===== src/rtl/router_pkt_tx.sv =====
// Source-side packet transmitter for the router input port: buffers a whole payload,
// then sends header, payload and parity, honouring busy and reporting router errors.
module router_pkt_tx #(
    parameter int MAX_LEN  = 63,
    parameter int ERR_WAIT = 2
) (
    input  logic       clk,
    input  logic       rst_n,
    input  logic       cmd_vld,
    output logic       cmd_rdy,
    input  logic [1:0] cmd_addr,
    input  logic [5:0] cmd_len,
    input  logic       pl_vld,
    output logic       pl_rdy,
    input  logic [7:0] pl_data,
    output logic [7:0] d_in,
    output logic       pkt_vld,
    input  logic       busy,
    input  logic       error,
    output logic       tx_active,
    output logic       done,
    output logic       done_err
);

    typedef enum logic [2:0] {
        S_IDLE,
        S_LOAD,
        S_HDR,
        S_PAY,
        S_PAR,
        S_ERRW,
        S_DONE
    } state_t;

    localparam int             IW      = (MAX_LEN > 1) ? $clog2(MAX_LEN) : 1;
    localparam logic [5:0]     LEN_MAX = 6'(MAX_LEN);
    localparam int             WW      = $clog2(ERR_WAIT + 1) + 1;
    localparam logic [WW-1:0]  W_LAST  = WW'(ERR_WAIT);

    state_t          state, state_nx;
    logic [5:0]      len_q, len_nx;
    logic [1:0]      addr_q, addr_nx;
    logic [5:0]      idx, idx_nx;
    logic [7:0]      parity, parity_nx;
    logic            err, err_nx;
    logic [WW-1:0]   wcnt, wcnt_nx;
    logic            wr_en;
    logic [7:0]      mem [0:MAX_LEN-1];

    logic            cmd_rdy_nx, pl_rdy_nx, pkt_vld_nx, tx_active_nx, done_nx, done_err_nx;
    logic [7:0]      d_in_nx;

    // Next-state logic. In HDR/PAY/PAR the byte on d_in is consumed whenever busy is low.
    always_comb begin
        // NOTE: every signal gets a default first so no path through the case infers a latch.
        state_nx  = state;
        len_nx    = len_q;
        addr_nx   = addr_q;
        idx_nx    = idx;
        parity_nx = parity;
        err_nx    = err;
        wcnt_nx   = wcnt;
        wr_en     = 1'b0;
        case (state)
            S_IDLE: begin
                if (cmd_vld && cmd_rdy) begin
                    len_nx  = cmd_len;
                    addr_nx = cmd_addr;
                    idx_nx  = 6'd0;
                    err_nx  = 1'b0;
                    wcnt_nx = '0;
                    if (cmd_len > LEN_MAX) begin
                        state_nx = S_DONE;
                        err_nx   = 1'b1;
                    end else if (cmd_len == 6'd0) begin
                        state_nx = S_HDR;
                    end else begin
                        state_nx = S_LOAD;
                    end
                end
            end
            S_LOAD: begin
                if (pl_vld && pl_rdy) begin
                    wr_en = 1'b1;
                    if (idx == len_q - 6'd1) begin
                        idx_nx   = 6'd0;
                        state_nx = S_HDR;
                    end else begin
                        idx_nx = idx + 6'd1;
                    end
                end
            end
            S_HDR: begin
                if (!busy) begin
                    parity_nx = {len_q, addr_q};
                    state_nx  = (len_q == 6'd0) ? S_PAR : S_PAY;
                end
            end
            S_PAY: begin
                if (!busy) begin
                    parity_nx = parity ^ d_in;
                    if (idx == len_q - 6'd1) begin
                        state_nx = S_PAR;
                    end else begin
                        idx_nx = idx + 6'd1;
                    end
                end
            end
            S_PAR: begin
                if (!busy) begin
                    state_nx = S_ERRW;
                    wcnt_nx  = '0;
                end
            end
            S_ERRW: begin
                // wcnt runs 0..ERR_WAIT, so done lands N+3+ERR_WAIT cycles after the header
                err_nx = err | error;
                if (wcnt == W_LAST) begin
                    state_nx = S_DONE;
                end else begin
                    wcnt_nx = wcnt + 1'b1;
                end
            end
            S_DONE:  state_nx = S_IDLE;
            default: state_nx = S_IDLE;
        endcase
    end

    // Outputs are decoded from the next state and registered alongside it.
    always_comb begin
        cmd_rdy_nx   = 1'b0;
        pl_rdy_nx    = 1'b0;
        d_in_nx      = 8'h00;
        pkt_vld_nx   = 1'b0;
        tx_active_nx = 1'b1;
        done_nx      = 1'b0;
        done_err_nx  = 1'b0;
        case (state_nx)
            S_IDLE: begin
                cmd_rdy_nx   = 1'b1;
                tx_active_nx = 1'b0;
            end
            S_LOAD: pl_rdy_nx = 1'b1;
            S_HDR: begin
                d_in_nx    = {len_nx, addr_nx};
                pkt_vld_nx = 1'b1;
            end
            S_PAY: begin
                d_in_nx    = mem[idx_nx[IW-1:0]];
                pkt_vld_nx = 1'b1;
            end
            S_PAR:  d_in_nx = parity_nx;
            S_DONE: begin
                done_nx     = 1'b1;
                done_err_nx = err_nx;
            end
            default: ;
        endcase
    end

    always_ff @(posedge clk or negedge rst_n) begin
        if (!rst_n) begin
            // NOTE: sequential state uses non-blocking assignments so all flops update together.
            state     <= S_IDLE;
            len_q     <= 6'd0;
            addr_q    <= 2'd0;
            idx       <= 6'd0;
            parity    <= 8'h00;
            err       <= 1'b0;
            wcnt      <= '0;
            cmd_rdy   <= 1'b0;
            pl_rdy    <= 1'b0;
            d_in      <= 8'h00;
            pkt_vld   <= 1'b0;
            tx_active <= 1'b0;
            done      <= 1'b0;
            done_err  <= 1'b0;
        end else begin
            state     <= state_nx;
            len_q     <= len_nx;
            addr_q    <= addr_nx;
            idx       <= idx_nx;
            parity    <= parity_nx;
            err       <= err_nx;
            wcnt      <= wcnt_nx;
            cmd_rdy   <= cmd_rdy_nx;
            pl_rdy    <= pl_rdy_nx;
            d_in      <= d_in_nx;
            pkt_vld   <= pkt_vld_nx;
            tx_active <= tx_active_nx;
            done      <= done_nx;
            done_err  <= done_err_nx;
        end
    end

    // NOTE: the payload buffer is not reset; every byte is written in LOAD before it is read.
    always_ff @(posedge clk) begin
        if (wr_en) mem[idx[IW-1:0]] <= pl_data;
    end

endmodule


===== config.mk =====
export PLATFORM = sky130hd
export DESIGN_NAME = router_pkt_tx
export DESIGN_NICKNAME = d
export VERILOG_FILES = /design/src/rtl/router_pkt_tx.sv
export SDC_FILE = /design/constraint.sdc
export NUM_CORES = 1
export LEC_CHECK = 0
export BUFFER_PORTS_ARGS = -buffer_cell sky130_fd_sc_hd__buf_4
export CAP_MARGIN = 15
export CORE_MARGIN = 2
export CORE_UTILIZATION = 50
export DETAILED_ROUTE_END_ITERATION = 8
export GPL_ROUTABILITY_DRIVEN = 0
export PLACE_DENSITY = 0.69
export SYNTH_ARGS = -nofsm -noshare
export SYNTH_HDL_FRONTEND = slang
export SYNTH_SLANG_ARGS = --single-unit

===== constraint.sdc =====
create_clock -name clk -period 9.1 [get_ports clk]
set_input_delay 0 -clock clk [delete_from_list [all_inputs] [get_ports clk]]
set_output_delay 0 -clock clk [all_outputs]
set_load 0.01 [all_outputs]

==> impl_metrics.env <==
export IMPL_rsz0062_at_grt="false"
export IMPL_async_flop_share_pct=7.86
export IMPL_dp_hpwl_mm=32.9
export IMPL_ff2ff_path_depth=20
export IMPL_synth_distinct_cells=71
export IMPL_yosysTopAreaCell="edfxtp_1"
export IMPL_dr_pass1_iters=6
export IMPL_synth_edff_count=504
export IMPL_swShare_pct=39.8
export IMPL_finalCritPeriodShare_pct=65.3
export IMPL_critPathLaunchType="register"
export IMPL_synth_area_um2=22900
export IMPL_worst_slew_pin_slew_ns=1.03
export IMPL_synth_area_top_cells="edfxtp_1, nand2_1, dfrtp_1"
export IMPL_comb_power_share_pct=38.6
export IMPL_final_setup_viol_count=0
export IMPL_clock_power_share_pct=24.9
export IMPL_grt_pass1_wl_mm=87.1
export IMPL_post_drt_wl_per_cell_um=23.0
export IMPL_antenna_found_initial=0
export IMPL_drt_iter0_drc=1882
export IMPL_cp_max_fo=111
export IMPL_met1_length_mm=23.7
export IMPL_syn_num_nets=1892
export IMPL_grt_pass1_vias=14700
export IMPL_hold_path_startpoint="pl_data[4]"
export IMPL_static_leakage_power_nw=8.67
export IMPL_p_int_mw=4.90
export IMPL_worstHoldPathCells=1
export IMPL_path_clk_slew_ns=0.07
export IMPL_clockRootBuffer="clkbuf_16"
export IMPL_io_buffers=35
export IMPL_r2r_start="len_q[1]$_DFF_PN0_"
export IMPL_clk_latency_ns=0.60
export IMPL_cts_buffers=52
export IMPL_finalClockSkew_ns=0.0157
export IMPL_pwr_share_seq_pct=36.5
export IMPL_crit_type="reg2reg"
export IMPL_vias_per_cell=6.03
export IMPL_hold_end="mem[43][4]$_DFFE_PP_"
export IMPL_yosysMostFrequentCell="edfxtp_1"
export IMPL_synth_seq_area_share_pct=70.7
export IMPL_hp_class="in2reg"
export IMPL_grt_max_degree=181
export IMPL_crit_arrival_ns=6.48
export IMPL_outcome="completed"
export IMPL_vias=15100
export IMPL_antenna_left=0
export IMPL_wl_mm=57.6
export IMPL_gr_total_overflow=0
export IMPL_worst_slack_ns=3.16
export IMPL_route_detailed_drc=0
export IMPL_synth_top_area_share_pct=66.0
export IMPL_gr_usage_all_layers_pct=24.2
export IMPL_end_kind="register"
export IMPL_drive_above_1_share_pct=7.66
export IMPL_design_die_area_um2=47600
export IMPL_reg2reg_to="d_in[5]$_DFF_PN0_"
export IMPL_cts_tree="yes"
export IMPL_synth_common_cells="edfxtp_1, nand2_1, nor2_1"
export IMPL_power_density_nw_per_um2=322
export IMPL_clockBufferDepth=3
export IMPL_route_met2_wl_mm=27.0
export IMPL_die_height_um=218
export IMPL_fmax_mhz=168
export IMPL_num_antenna_cells=0
export IMPL_net_switching_power_mw=3.24
export IMPL_place_ws_ns=3.29
export IMPL_fill_cells=3606
export IMPL_synth_avg_cell_area_um2=12.3
export IMPL_die_w_um=218
export IMPL_cts_sinks=547
export IMPL_syn_inst=1864
export IMPL_ioPinCount=36
export IMPL_crit_path_start="len_q[1]$_DFF_PN0_"
export IMPL_final_hold_viol_count=0
export IMPL_final_nets=1893
export IMPL_tns_ns=0
export IMPL_ir_drop_mv=0.214
export IMPL_htreeDepth=2
export IMPL_yosysWarnings=0
export IMPL_maxCapViolCount=0
export IMPL_drv_slew=0
export IMPL_r2r_slack_ns=3.16
export IMPL_highest_layer="met4"
export IMPL_timing_critical_path_required_ns=9.63
export IMPL_coreArea_um2=45300
export IMPL_postCtsResizedCells=0
export IMPL_ys_seq_elements=547
export IMPL_wl_met3_mm=4.99
export IMPL_slew_headroom_pct=31.0
export IMPL_row_count=78
export IMPL_area_delta_synth_final_pct=10.3
export IMPL_ys_flop_type="edfxtp_1"
export IMPL_start_util_pct=50.7
export IMPL_fin_crit_ns=5.94
==> kinds of logic (layout without fill, tap and decap cells) <==
kind of cell,after synthesis,in the layout,synth area share [%]
adders and majority gates,6,6,0.327
and+or+nand+nor,874,874,16.6
DFF,547,547,70.7
xor gates and xnor gates,7,7,0.300
buffers and inverters,134,175,2.63
AOI/OAI and AO/OA,278,278,8.63
muxes,18,18,0.835
==> repair_timing <==
action	in CTS	in global routing
hold endpoints to repair	170	0
hold buffers	17	0
buffers inserted	0	0
==> critical path: stages (launching register included) <==
cell and delay (ns):
dfrtp_1 0.42, inv_1 0.12, ha_1 0.23, nand2_1 0.07, o211ai_1 0.26, a31oi_1 0.22, nor2_1 0.27, inv_2 0.11
ha_1 0.28, nor3_1 0.31, a221oi_4 0.05, buf_4 0.36, inv_6 0.67, buf_4 0.74, nand2_1 0.12, and3_1 0.21
a311oi_1 0.23, nor3_1 0.09, a311oi_1 0.67, o21ai_1 0.19, nand4_1 0.11
==> cell type report <==
| cell class | instances | area (µm²) | area share (%) |
|---|---|---|---|
| Multi-Input combinational cell | 1183 | 6140 | 24.3 |
| Timing Repair Buffer | 63 | 558 | 2.21 |
| Tap cell | 600 | 751 | 2.97 |
| Clock buffer | 69 | 1390 | 5.48 |
| Inverter | 18 | 77.6 | 0.307 |
| Clock inverter | 25 | 168 | 0.663 |
| Sequential cell | 547 | 16200 | 64.1 |
==> metrics by stage <==
step / hold slack, ns / power [mW] / cell area [µm²] / instances / util, %
after global placement: 0.0267 / 6.05 / 23600 / 2394 / 52.0
after CTS: 0.00118 / 8.12 / 25300 / 2505 / 55.9
final: 0.00799 / 8.14 / 25300 / 2505 / 55.9
after floorplan: -0.296 / 5.16 / 22900 / 1864 / -
after detailed placement: 0.0308 / 6.10 / 23600 / 2394 / 52.0
after global routing: 0.0362 / 8.52 / 25300 / 2505 / 55.9
==> sequential cells by signal (all words and copies together) (netlist names), 2 cells and up <==
signal / count
d_in: 8
wcnt: 3
len_q: 6
addr_q: 2
parity: 8
idx: 6
state: 3
mem: 504
==> routing by layer <==
layer  GRT usage (%)  up-vias
met5               0        -
met4            10.2        0
met3            4.62      117
met2            38.1      691
met1            33.3     7447
li1                -     6858
==> power by group through the flow <==
stage | Clock [mW] | Sequential (mW) | Combinational (mW)
after floorplan | 0 | 2.95 | 2.20
after global placement | 0 | 3.02 | 3.04
after detailed placement | 0 | 3.02 | 3.08
after CTS | 2.05 | 2.97 | 3.10
after global routing | 2.14 | 2.98 | 3.40
final | 2.03 | 2.97 | 3.14
==> worst max path at each step <==
stage	end	slack, ns	cells past startpoint
6_report	d_in[5]$_DFF_PN0_	3.16	20
4_1_cts	d_in[5]$_DFF_PN0_	3.26	20
5_1_grt	d_in[5]$_DFF_PN0_	2.84	20
3_3_place_gp	d_in[5]$_DFF_PN0_	3.34	20
3_5_place_dp	d_in[5]$_DFF_PN0_	3.29	20
2_1_floorplan	d_in[2]$_DFF_PN0_	5.57	19
==> layout by cell type (no fill, tap or decap), drive strengths merged, types with 11 or more instances in the layout <==
cell type and n:
nand2 452, dfrtp 43, a311oi 44, a22oi 11
and3 69, o211ai 43, nand4 11, o22ai 21
nor3b 11, edfxtp 504, clkinv 20, nand3 88
clkbuf 69, a21oi 42, nor3 27, buf 47
nor2 178, a31oi 40, dlygate4sd3 16, inv 20
o21ai 36
No activity file was read; power rests on OpenSTA's default activity.
